`src/rtl/pipe_pkg.sv`:
```
// Shared definitions for the pipeline hazard controller.
//   pipe_state_t  : fetch wait-state FSM encoding (RUN / IWAIT)
//   FWD_*         : E-stage forwarding mux select codes
//   *_CYCLES_DEF  : default mult/div latencies, counted from issue in E
//   reg_hit()     : "producer writes a nonzero register equal to src"
package pipe_pkg;

    typedef enum logic {
        RUN   = 1'b0,
        IWAIT = 1'b1
    } pipe_state_t;

    localparam logic [1:0] FWD_RF = 2'b00;
    localparam logic [1:0] FWD_W  = 2'b01;
    localparam logic [1:0] FWD_M  = 2'b10;

    localparam int MULT_CYCLES_DEF = 4;
    localparam int DIV_CYCLES_DEF  = 32;

    // Register 0 is hardwired to zero, so a write to it never produces a hazard.
    function automatic logic reg_hit(input logic we, input logic [4:0] dst,
                                     input logic [4:0] src);
        return we && (dst != 5'd0) && (dst == src);
    endfunction

endpackage

```
`src/rtl/forward_unit.sv`:
```
// Combinational forwarding selects.
//   Inputs : RsD/RtD, RsE/RtE source registers; WriteRegM/W and RegWriteM/W
//            of the two producers that can still forward.
//   Outputs: ForwardAE/BE (FWD_RF/FWD_W/FWD_M, M wins over W),
//            ForwardAD/BD (M ALU result into the branch comparator).
module forward_unit
    import pipe_pkg::*;
(
    input  logic [4:0] RsD,
    input  logic [4:0] RtD,
    input  logic [4:0] RsE,
    input  logic [4:0] RtE,
    input  logic [4:0] WriteRegM,
    input  logic [4:0] WriteRegW,
    input  logic       RegWriteM,
    input  logic       RegWriteW,
    output logic [1:0] ForwardAE,
    output logic [1:0] ForwardBE,
    output logic       ForwardAD,
    output logic       ForwardBD
);

    always_comb begin
        ForwardAE = FWD_RF;
        ForwardBE = FWD_RF;
        if (reg_hit(RegWriteM, WriteRegM, RsE))      ForwardAE = FWD_M;
        else if (reg_hit(RegWriteW, WriteRegW, RsE)) ForwardAE = FWD_W;
        if (reg_hit(RegWriteM, WriteRegM, RtE))      ForwardBE = FWD_M;
        else if (reg_hit(RegWriteW, WriteRegW, RtE)) ForwardBE = FWD_W;
        ForwardAD = reg_hit(RegWriteM, WriteRegM, RsD);
        ForwardBD = reg_hit(RegWriteM, WriteRegM, RtD);
    end

endmodule

```
`src/rtl/pipeline_hazard_ctrl.sv`:
```
// Hazard controller for a 5-stage pipeline: drives PC enable, F/D EN/CLR and
// D/E CLR, forwarding selects, mult/div busy tracking and an imem wait state.
//   CLK, RST (sync, active-high)
//   RsD/RtD/RsE/RtE, WriteRegE/M/W, RegWriteE/M/W, MemtoRegE/M : hazard inputs
//   BranchD, PCSrcD : branch in D / taken
//   MDStartE, MDDivE, HiLoUseD : mult/div issue and HI/LO consumer in D
//   ImemReady : fetch data valid
//   EnPC, EnF, ClrF, ClrE, ForwardAE/BE/AD/BD, MDBusy : controls
//   state_dbg : current fetch FSM state, for observation only
// Handshake: ImemReady is a plain per-cycle valid from instruction memory;
// the fetch register only captures when EnF=1, and the cycle leaving IWAIT is
// also held so the late data lands in a held register.
module pipeline_hazard_ctrl
    import pipe_pkg::*;
#(
    parameter int MULT_CYCLES = MULT_CYCLES_DEF,
    parameter int DIV_CYCLES  = DIV_CYCLES_DEF,
    parameter int CNT_W       = 6
) (
    input  logic        CLK,
    input  logic        RST,
    input  logic [4:0]  RsD,
    input  logic [4:0]  RtD,
    input  logic [4:0]  RsE,
    input  logic [4:0]  RtE,
    input  logic [4:0]  WriteRegE,
    input  logic [4:0]  WriteRegM,
    input  logic [4:0]  WriteRegW,
    input  logic        RegWriteE,
    input  logic        RegWriteM,
    input  logic        RegWriteW,
    input  logic        MemtoRegE,
    input  logic        MemtoRegM,
    input  logic        BranchD,
    input  logic        PCSrcD,
    input  logic        MDStartE,
    input  logic        MDDivE,
    input  logic        HiLoUseD,
    input  logic        ImemReady,
    output logic        EnPC,
    output logic        EnF,
    output logic        ClrF,
    output logic        ClrE,
    output logic [1:0]  ForwardAE,
    output logic [1:0]  ForwardBE,
    output logic        ForwardAD,
    output logic        ForwardBD,
    output logic        MDBusy,
    output pipe_state_t state_dbg
);

    pipe_state_t      state, state_next;
    logic [CNT_W-1:0] mdcnt;
    logic             flush_pend;
    logic             md_busy;
    logic             lwstall, brstall, mdstall, istall, stall_d;
    logic [1:0]       fwd_ae, fwd_be;
    logic             fwd_ad, fwd_bd;

    forward_unit u_fwd (
        .RsD       (RsD),
        .RtD       (RtD),
        .RsE       (RsE),
        .RtE       (RtE),
        .WriteRegM (WriteRegM),
        .WriteRegW (WriteRegW),
        .RegWriteM (RegWriteM),
        .RegWriteW (RegWriteW),
        .ForwardAE (fwd_ae),
        .ForwardBE (fwd_be),
        .ForwardAD (fwd_ad),
        .ForwardBD (fwd_bd)
    );

    assign md_busy = (mdcnt != '0);

    always_comb begin
        lwstall = MemtoRegE && ((RtE == RsD) || (RtE == RtD));
        brstall = BranchD &&
                  (reg_hit(RegWriteE, WriteRegE, RsD) || reg_hit(RegWriteE, WriteRegE, RtD) ||
                   reg_hit(MemtoRegM, WriteRegM, RsD) || reg_hit(MemtoRegM, WriteRegM, RtD));
        // MDStartE counts too: the counter only becomes nonzero next cycle.
        mdstall = HiLoUseD && (md_busy || MDStartE);
        istall  = (state == IWAIT) || !ImemReady;
        // All sources OR into one hold, so coincident stalls give one bubble.
        stall_d = lwstall || brstall || mdstall || istall;
    end

    always_comb begin
        state_next = state;
        case (state)
            RUN:     if (!ImemReady) state_next = IWAIT;
            IWAIT:   if (ImemReady)  state_next = RUN;
            default: state_next = RUN;
        endcase
    end

    always_comb begin
        EnPC      = 1'b0;
        EnF       = 1'b0;
        ClrF      = 1'b1;
        ClrE      = 1'b1;
        ForwardAE = FWD_RF;
        ForwardBE = FWD_RF;
        ForwardAD = 1'b0;
        ForwardBD = 1'b0;
        MDBusy    = 1'b0;
        if (!RST) begin
            EnPC      = !stall_d;
            EnF       = !stall_d;
            // Fetch register gives CLR priority over EN, so a flush must wait
            // until D is released; flush_pend carries it across the stall.
            ClrF      = (PCSrcD || flush_pend) && !stall_d;
            ClrE      = stall_d;
            ForwardAE = fwd_ae;
            ForwardBE = fwd_be;
            ForwardAD = fwd_ad;
            ForwardBD = fwd_bd;
            MDBusy    = md_busy;
        end
    end

    assign state_dbg = state;

    always_ff @(posedge CLK) begin
        if (RST) begin
            state      <= RUN;
            mdcnt      <= '0;
            flush_pend <= 1'b0;
        end else begin
            state <= state_next;
            // A start while already busy is ignored.
            if (MDStartE && !md_busy)
                mdcnt <= MDDivE ? CNT_W'(DIV_CYCLES - 1) : CNT_W'(MULT_CYCLES - 1);
            else if (md_busy)
                mdcnt <= mdcnt - CNT_W'(1);
            if (PCSrcD && stall_d)
                flush_pend <= 1'b1;
            else if (!stall_d)
                flush_pend <= 1'b0;
        end
    end

endmodule

```
`config.mk`:
```
export PLATFORM = sky130hd
export DESIGN_NAME = pipeline_hazard_ctrl
export DESIGN_NICKNAME = d
export VERILOG_FILES = /design/src/rtl/pipe_pkg.sv /design/src/rtl/forward_unit.sv /design/src/rtl/pipeline_hazard_ctrl.sv
export SDC_FILE = /design/constraint.sdc
export NUM_CORES = 1
export LEC_CHECK = 0
export BUFFER_PORTS_ARGS = -buffer_cell sky130_fd_sc_hd__buf_2
export CORE_UTILIZATION = 40
export CTS_CLUSTER_DIAMETER = 40
export DETAILED_ROUTE_END_ITERATION = 7
export GPL_ROUTABILITY_DRIVEN = 0
export GPL_TIMING_DRIVEN = 0
export PLACE_DENSITY = 0.76
export SYNTH_ARGS = -nofsm -noshare
export SYNTH_HDL_FRONTEND = slang
export SYNTH_SLANG_ARGS = --single-unit
```
`constraint.sdc`:
```
create_clock -name CLK -period 2.35 [get_ports CLK]
set_clock_uncertainty 0.1 [all_clocks]
set_input_delay 0.1175 -clock CLK [delete_from_list [all_inputs] [get_ports CLK]]
set_output_delay 0.1175 -clock CLK [all_outputs]
set_load 0.005 [all_outputs]
```
# Yosys cells after proc, flatten, opt, wreduce, memory -nomap -nowiden
# Cells that the tools add are included.
# Widths: inputs -> output; s select.
[classes] add_sub_neg=1 n_eq_ne=11 muxes=18 reduce_logical=38
[op_table] operator="$eq 5x5->1" count=10
[op_table] operator="$logic_and 1x1->1" count=20
[op_table] operator="$reduce_bool 5->1" count=3
[op_table] operator="$mux 6" count=2
[op_table] operator="$mux 1" count=11
[op_table] operator="$logic_or 1x1->1" count=10
[op_table] operator="$mux 2" count=4
[op_table] operator="$reduce_bool 6->1" count=1
[op_table] operator="$sub 6x1->6 const B" count=1
[op_table] operator="$mux 5" count=1
[op_table] operator="$logic_not 1->1" count=3
[op_table] operator="$ne 2x1->1 const B" count=1
[op_table] operator="$reduce_bool 2->1" count=1
[totals] register_bits=8 out_inout_bits=12 elab_cells=71

# Longest topological paths before layout
# Gate-level depths: netlist of the first run.
[depth] word_depth=13 ltp_mapped=8

# By module
# From an unflattened synthesis of the first run, not the netlist that was laid out.
[hier_totals] cells_unflattened=158 area_unflattened_um2=1232.4
[modules_own_cells] module="pipeline_hazard_ctrl" n_inst=1 cells_each=105 area_per_inst_um2=824.5 seq_area_each_um2=160.2
[modules_own_cells] module="forward_unit" n_inst=1 cells_each=53 area_per_inst_um2=407.9 seq_area_each_um2=0.0

# Worst setup path after synthesis of the first run
# No wires, ideal clock.
[synth_timing] path_type="register to output" startpoint="register mdcnt[0]" endpoint="output port EnPC" arrival_time_ns=1.877 t_required_ns=2.132 slack_ns=0.255 stages_incl_launch_ff=9 n_path_buf=1 path_cell_list="dfxtp_1 > inv_1 > ha_1 > nand2b_4 > or4b_4 > a21oi_4 > inv_2 > nor4_1 > buf_4"
[synth_between] elab_chain_len=7
[synth_rtl] item="from (decl)" line_no="pipeline_hazard_ctrl.sv:53" source="logic [CNT_W-1:0] mdcnt;"
[synth_rtl] item="from (signal assigned)" line_no="pipeline_hazard_ctrl.sv:134" source="mdcnt <= MDDivE ? CNT_W'(DIV_CYCLES - 1) : CNT_W'(MULT_CYCLES - 1);"
[synth_rtl] item="from (signal assigned)" line_no="pipeline_hazard_ctrl.sv:136" source="mdcnt <= mdcnt - CNT_W'(1);"
[synth_rtl] item="$reduce_bool 6->1" line_no="pipeline_hazard_ctrl.sv:75" source="assign md_busy = (mdcnt != '0);"
[synth_rtl] item="$logic_or 1x1->1" line_no="pipeline_hazard_ctrl.sv:83" source="mdstall = HiLoUseD && (md_busy || MDStartE);"
[synth_rtl] item="$logic_and 1x1->1" line_no="pipeline_hazard_ctrl.sv:83"
[synth_rtl] item="$logic_or 1x1->1 (2 in series)" line_no="pipeline_hazard_ctrl.sv:86" source="stall_d = lwstall || brstall || mdstall || istall;"
[synth_rtl] item="$logic_not 1->1"
[synth_rtl] item="$mux 1"
[synth_rtl] item="to (decl)" line_no="pipeline_hazard_ctrl.sv:40" source="output logic EnPC,"
# Every way passes these cells.

# Worst setup path after layout of the first run
[layout_timing] startpoint="register mdcnt[1]" endpoint="output port EnPC"
[layout_between] elab_chain_len=7
[layout_rtl] item="$reduce_bool 6->1" line_no="pipeline_hazard_ctrl.sv:75"
[layout_rtl] item="$logic_or 1x1->1" line_no="pipeline_hazard_ctrl.sv:83"
[layout_rtl] item="$logic_and 1x1->1" line_no="pipeline_hazard_ctrl.sv:83"
[layout_rtl] item="$logic_or 1x1->1 (2 in series)" line_no="pipeline_hazard_ctrl.sv:86"
[layout_rtl] item="$logic_not 1->1"
[layout_rtl] item="$mux 1" line_no="pipeline_hazard_ctrl.sv:108" source="if (!RST) begin"
# Every way passes these cells.

==> results of run 1 <==
## power by group
part           internal, mW  switching, mW  leakage (nW)
registers             0.189         0.0508        0.0669
logic                 0.248          0.251         0.603
clock network        0.0581         0.0423        0.0138
## synthesized netlist by cell type
cell type / n
nor2_1: 11
nor2_2: 1
nand3b_1: 1
ha_1: 2
a21oi_1: 3
buf_4: 1
xnor2_1: 12
nor4_1: 6
a22oi_1: 2
inv_2: 1
a21o_1: 1
inv_1: 4
or4b_4: 1
o22a_1: 1
nand4_1: 1
and2_1: 2
clkbuf_1: 5
or4_1: 4
o22ai_1: 1
a21oi_4: 1
a311oi_1: 1
buf_1: 1
dfxtp_1: 8
nand2b_4: 1
a211oi_1: 2
nor3_1: 11
nand3_1: 6
nand2b_1: 2
o41ai_2: 1
nor3b_1: 1
nand2_1: 7
o211ai_1: 2
xor2_1: 41
a31oi_1: 1
## area by class of cell
| type | instances | area share [%] |
|---|---|---|
| plain buffers | 7 | 1.97 |
| inverters | 5 | 1.23 |
| flip-flops and latches | 8 | 10.7 |
| well taps | 30 | 2.47 |
| clock buffers | 3 | 1.48 |
| multi-input cells | 126 | 62.3 |
| repair buffers | 58 | 19.9 |
## worst max-delay path, cell delays in order, from the launching register on
cell	delay, ns
dfxtp_2	0.33
inv_2	0.08
ha_4	0.14
nand2b_4	0.06
or4b_4	0.52
a21oi_4	0.18
inv_2	0.07
nor4_4	0.15
buf_4	0.14
buf_2	0.09
## stage by stage
step	worst slack (ns)	cell area (µm²)	util [%]	power, mW	TNS (ns)
floorplan	0.255	1130	-	0.559	0
detailed placement	0.177	1440	55.9	0.686	0
global placement	0.169	1440	55.9	0.683	0
CTS	0.00456	1490	57.8	0.805	0
global route	-0.0126	1520	59.3	0.920	-0.0126
finish	0.119	1520	59.3	0.839	0
## how the worst min path moves through the flow
stage                 to  startpoint  cells past startpoint  slack [ns]
4_1_cts         mdcnt[4]    MDStartE                      3        0.07
3_3_place_gp   state_dbg   ImemReady                      2        0.19
5_1_grt         mdcnt[4]    MDStartE                      3        0.08
6_report        mdcnt[4]    MDStartE                      3        0.07
3_5_place_dp   state_dbg   ImemReady                      2        0.19
2_1_floorplan  state_dbg   ImemReady                      1        0.08
## cell usage in the layout, fill, tap and decap left out, types with 2 or more instances in the layout
cell type / count
xnor2_1: 12
inv_1: 2
a211oi_1: 2
xor2_1: 41
nand2_1: 7
a22oi_1: 2
a21oi_1: 3
buf_4: 4
nand3_1: 6
nor3_1: 11
dfxtp_1: 6
inv_2: 3
nor2_1: 11
o211ai_1: 2
nor4_1: 5
buf_2: 54
dfxtp_2: 2
clkbuf_1: 5
or4_1: 4
and2_1: 2
clkbuf_4: 3
nand2b_1: 2
## cell families (layout without fill, tap and decap cells)
logic type | Yosys count | after routing | synth area share (%)
and+or+nand+nor | 55 | 55 | 26.6
xor gates and xnor gates | 53 | 53 | 41.1
AOI/OAI and AO/OA | 16 | 16 | 11.5
DFF | 8 | 8 | 14.2
buffers and inverters | 12 | 73 | 4.32
adders and majority gates | 2 | 2 | 2.22
## registers in the layout, summed over array words and instances (netlist names)
register / count
state_dbg: 1
mdcnt: 6
flush_pend: 1
## metal layers
metal  wire, µm  global-route usage (%)
met2       1490                    40.4
met3        172                    2.19
met5          0                       0
met1       1290                    25.6
met4          0                    3.75
## repair_timing
item                       4_1_cts  5_1_grt
gates resized for setup          2        6
hold buffers                     1        0
buffers inserted                 1        2
hold endpoints to repair         1        0
pin swaps                        1        4
setup endpoints to repair        3        3
==> results by group, run 1 <==
Placement
  – Hpwl dp: 2.44 mm
  – PortBufs: 54
  – Placed Instances: 230

Flow run
  – Max Cap Viol: 0

Route
  – Drc violations: 0
  – Drt via density: 5.11
  – WL/cell: 12.5 µm
  – Pre-antenna DRT Iters: 4
  – Detail Route Antenna Nets: 0
  – Routed Wire Length: 2.96 mm
  – Via count: 1,211
  – Starting DRC count in detailed routing: 13

Critical path
  – Internal reg-to-reg setup slack: 0.51 ns
  – Worst EP required: 2.13 ns
  – Crit path from: mdcnt[1]
  – Capture point of the worst path: EnPC
  – Worst r2r src: mdcnt[1]
  – Startpoint Class: register
  – Crit path max fanout: 4
  – R2R depth: 8
  – Crit. End Element: primary output
  – Worst Path Arrival: 2.01 ns
  – Crit path kind: reg2out
  – RR Endpoint: flush_pend

Power and ir drop
  – P per Cell Area: 551 nW/µm²
  – VDD IR max: 533 µV
  – Leak: 0.683 nW

Synth
  – Seq/Total Area, Yosys: 14.2%
  – Synth Cell Area: 1130 µm²
  – Synth area leaders: xor2_1 (32%), dfxtp_1 (14%), xnor2_1 (9.3%)
  – Largest area contributor in the netlist: xor2_1
  – Yosys Warn Count: 0
  – Synth cell types: 34
  – Synth Net Count: 196
  – Avg Cell Area, Syn: 7.73 µm²
  – #FFs+latches synth: 8
  – Top-area cell type share of the netlist area: 31.8%
  – Syn Inst Count: 146

Clocking
  – Clock Latency Late Sink: 0.25 ns
  – Clk pin slew, worst setup/hold paths: 0.05 ns
  – TritonCTS Buffers: 3
  – Clock root buffer: clkbuf_4
  – # clock sinks: 8
  – Longest Clk Path Bufs: 2
  – H-tree depth: 1
  – CTS tree: built

STA
  – Final Hold Fails: 0
  – Slew @ Worst Pin: 0.598 ns
  – RSZ-0062 raised after global routing: true
  – Crit share post-route: 95.0%
  – Fin Hold WS: 0.0706 ns
  – Period minus WS final: 2.23 ns
  – Max-slew headroom: 59.7%
  – Fmax: 448 MHz
  – Endpoints failing setup: 0
  – Max-slew violation count: 0

Finish
  – Register area: 163 µm²
  – Fin cells: 237
  – Fill cells: 269
  – Fraction of final layout cells sized beyond drive strength 1: 35.3%
  – Multi-input logic area: 947 µm²
  – N_diodes: 0
  – Nets@finish: 259
  – Layout overhead on the synthesized area: 34.8%

Floorplanning
  – Top Ports: 60
  – Initial Utilization: 44.0%
  – Die width: 55.1 µm
  – Core area: 2570 µm²
  – Row count: 18
  – Die height: 55.1 µm
  – Die Area: 3040 µm²

Global route
  – Antenna violations before repair: 0
  – Number of global-route vias before repair: 1,134
  – GRT Total Usage: 21.3%
  – Total gr overflow: 0
  – Largest net degree at the start of global routing: 11
  – First-pass GRT wire length: 4.73 mm

Min path
  – Min-delay worst type: in2reg

Status
  – Status: finished clean
No activity file was read; power rests on OpenSTA's default activity.
==> run 2, diff against run 1 <==
==> constraint.sdc (replaced) <==
create_clock -name CLK -period 2.8 [get_ports CLK]
set_clock_uncertainty 0.1 [all_clocks]
set_input_delay 0.14 -clock CLK [delete_from_list [all_inputs] [get_ports CLK]]
set_output_delay 0.14 -clock CLK [all_outputs]
set_load 0.005 [all_outputs]
==> results by group, run 2 (same netlist as run 1, synthesis figures left out) <==
Status
  – Status: finished clean

Critical path
  – R2R depth: 6 (-2)
  – Worst Path Arrival: 2.21 ns (+0.20 ns)
  – RR Endpoint: flush_pend
  – Worst r2r src: mdcnt[0]
  – Worst path depth: 9 (unchanged)
  – Crit path max fanout: 4 (unchanged)
  – Delay-heaviest family, CP: simple AND/OR/NAND/NOR gates
  – Crit. End Element: primary output
  – Startpoint Class: register
  – Crit path kind: reg2out
  – Worst path cell trace: inv_1 -> ha_1 -> nand2b_4 -> or4b_4 -> a21oi_4 -> inv_2 -> nor4_1 -> buf_4 -> buf_2
  – Delay of the slowest critical-path stage: 0.55 ns (+0.03 ns)
  – Internal reg-to-reg setup slack: 1.04 ns (+0.53 ns)
  – Worst EP required: 2.56 ns (+0.43 ns)
  – CP max stage cell: or4b_4
  – Worst Path Buf+Inv: 4 (unchanged)

Finish
  – N_diodes: 0 (unchanged)
  – Nets@finish: 256 (-1.2%)
  – Number of flip-flops in the largest register: 6 (unchanged)
  – Most flops, register: mdcnt
  – Fraction of final layout cells sized beyond drive strength 1: 31.4% (-3.9 points)
  – Fill cells: 275 (+2.2%)
  – Most frequent cells in the layout: buf_2 (54), xor2_1 (41), xnor2_1 (12)
  – Commonest non-fill, non-tap cell in the layout: buf_2
  – Layout overhead on the synthesized area: 30.2%

Floorplanning
  – Die width: 55.1 µm (unchanged)
  – Die Area: 3040 µm² (unchanged)
  – Row count: 18 (unchanged)
  – Die height: 55.1 µm (unchanged)
  – Initial Utilization: 44.0% (unchanged)
  – Core area: 2570 µm² (unchanged)
  – Top Ports: 60 (unchanged)

Route
  – Drc violations: 0 (unchanged)
  – Via count: 1,170 (-3.4%)
  – Pre-antenna DRT Iters: 4 (unchanged)
  – WL/cell: 12.3 µm (-1.6%)
  – Routed Wire Length: 2.87 mm (-2.8%)
  – Starting DRC count in detailed routing: 13 (unchanged)
  – Drt via density: 5.00 (-2.1%)
  – Detail Route Antenna Nets: 0 (unchanged)

Clocking
  – TritonCTS Buffers: 3 (unchanged)
  – Longest Clk Path Bufs: 2 (unchanged)
  – Clock root buffer: clkbuf_4
  – CTS tree: built
  – H-tree depth: 1 (unchanged)
  – Clk pin slew, worst setup/hold paths: 0.05 ns (about the same)
  – # clock sinks: 8 (unchanged)
  – CTS resizes: 0 (-2)
  – Clock Latency Late Sink: 0.25 ns (about the same)

Global route
  – Largest net degree at the start of global routing: 11 (unchanged)
  – First-pass GRT wire length: 4.64 mm (-1.9%)
  – Number of global-route vias before repair: 1,114 (-1.8%)
  – Antenna violations before repair: 0 (unchanged)
  – Total gr overflow: 0 (unchanged)
  – GRT Total Usage: 20.9% (-0.34 points)

Min path
  – Hold EP: mdcnt[4]
  – Worst hold path cell count: 3 (unchanged)
  – HP Start: MDDivE
  – Min-delay worst type: in2reg

STA
  – Endpoints failing setup: 0 (unchanged)
  – Crit share post-route: 87.4%
  – Fmax: 408 MHz
  – RSZ-0062 raised after global routing: false
  – Slew @ Worst Pin: 0.586 ns (-0.0123 ns)
  – Final setup TNS: 0 ns (unchanged)
  – Worst setup margin: 0.352 ns (+0.233 ns)
  – Max-slew violation count: 0 (unchanged)
  – Final Hold Fails: 0 (unchanged)
  – Max-slew headroom: 60.6% (+0.83 points)
  – Period minus WS final: 2.45 ns

Placement
  – Hpwl dp: 2.44 mm (unchanged)
  – Place WS: 0.604 ns (+0.428 ns)
  – PortBufs: 54 (unchanged)

Flow run
  – Max Cap Viol: 0 (unchanged)

Power and ir drop
  – Leak: 0.667 nW (-2.4%)
  – VDD IR max: 408 µV (-23%)
  – P per Cell Area: 454 nW/µm² (-18%)
run 2: cell count changes in the layout (fill, tap and decap cells not counted), moves of 2 or more:
cell | previous run | this run
buf_4 | 4 | 1
inv_2 | 3 | 1
dfxtp_1 | 6 | 8
inv_1 | 2 | 4
dfxtp_2 | 2 | 0
run 2: worst reg2reg max path, cell delays in order, from the launching register on:
cell and delay [ns]:
dfxtp_1 0.33, inv_1 0.09, ha_1 0.19, nand2b_4 0.07, or4b_4 0.55, a21oi_4 0.20, a311oi_1 0.10
run 2: metrics by stage:
step	utilization, %	cell area [µm²]	power, mW	instances	hold WS [ns]
3_3_place_gp	55.9	1440	0.573	230	0.211
5_1_grt	57.2	1470	0.733	234	0.0984
6_report	57.2	1470	0.667	234	0.0965
2_1_floorplan	-	1130	0.469	146	0.107
4_1_cts	57.2	1470	0.671	234	0.0892
3_5_place_dp	55.9	1440	0.576	230	0.213
run 2: worst max path at each step:
stage | from | end | slack (ns)
after global routing | mdcnt[0] | EnPC | 0.13
after floorplan | mdcnt[0] | EnPC | 0.68
final | mdcnt[0] | EnPC | 0.35
after global placement | mdcnt[0] | EnPC | 0.60
after CTS | mdcnt[0] | EnPC | 0.33
after detailed placement | mdcnt[0] | EnPC | 0.60
run 2: area by class of cell:
| class | instances | area (µm²) | area share, % |
|---|---|---|---|
| Multi-Input combinational cell | 126 | 920 | 62.6 |
| Timing Repair Buffer | 55 | 280 | 19.1 |
| Clock buffer | 3 | 22.5 | 1.53 |
| Buffer | 7 | 30.0 | 2.04 |
| Sequential cell | 8 | 160 | 10.9 |
| Inverter | 5 | 18.8 | 1.28 |
| Tap cell | 30 | 37.5 | 2.56 |
run 2: routing by layer:
| layer | global-route usage, % | up-vias | part of all wire [%] |
|---|---|---|---|
| met3 | 2.19 | 0 | 4.7 |
| li1 | - | 620 | - |
| met5 | 0 | - | 0 |
| met2 | 39.4 | 34 | 49 |
| met1 | 25.4 | 516 | 46 |
| met4 | 3.75 | 0 | 0 |
run 2: power by group:
group | switching (mW) | leakage (nW) | internal, mW | total, mW
sequential | 0.0407 | 0.0665 | 0.155 | 0.196
combinational | 0.199 | 0.586 | 0.187 | 0.386
clock | 0.0357 | 0.0138 | 0.0488 | 0.0845
run 2: what timing repair did:
| action | 4_1_cts | 5_1_grt |
|---|---|---|
| endpoints found under the hold margin | 1 | 0 |
| buffers inserted | 0 | 0 |
| setup endpoints to repair | 0 | 0 |
| hold buffers | 1 | 0 |
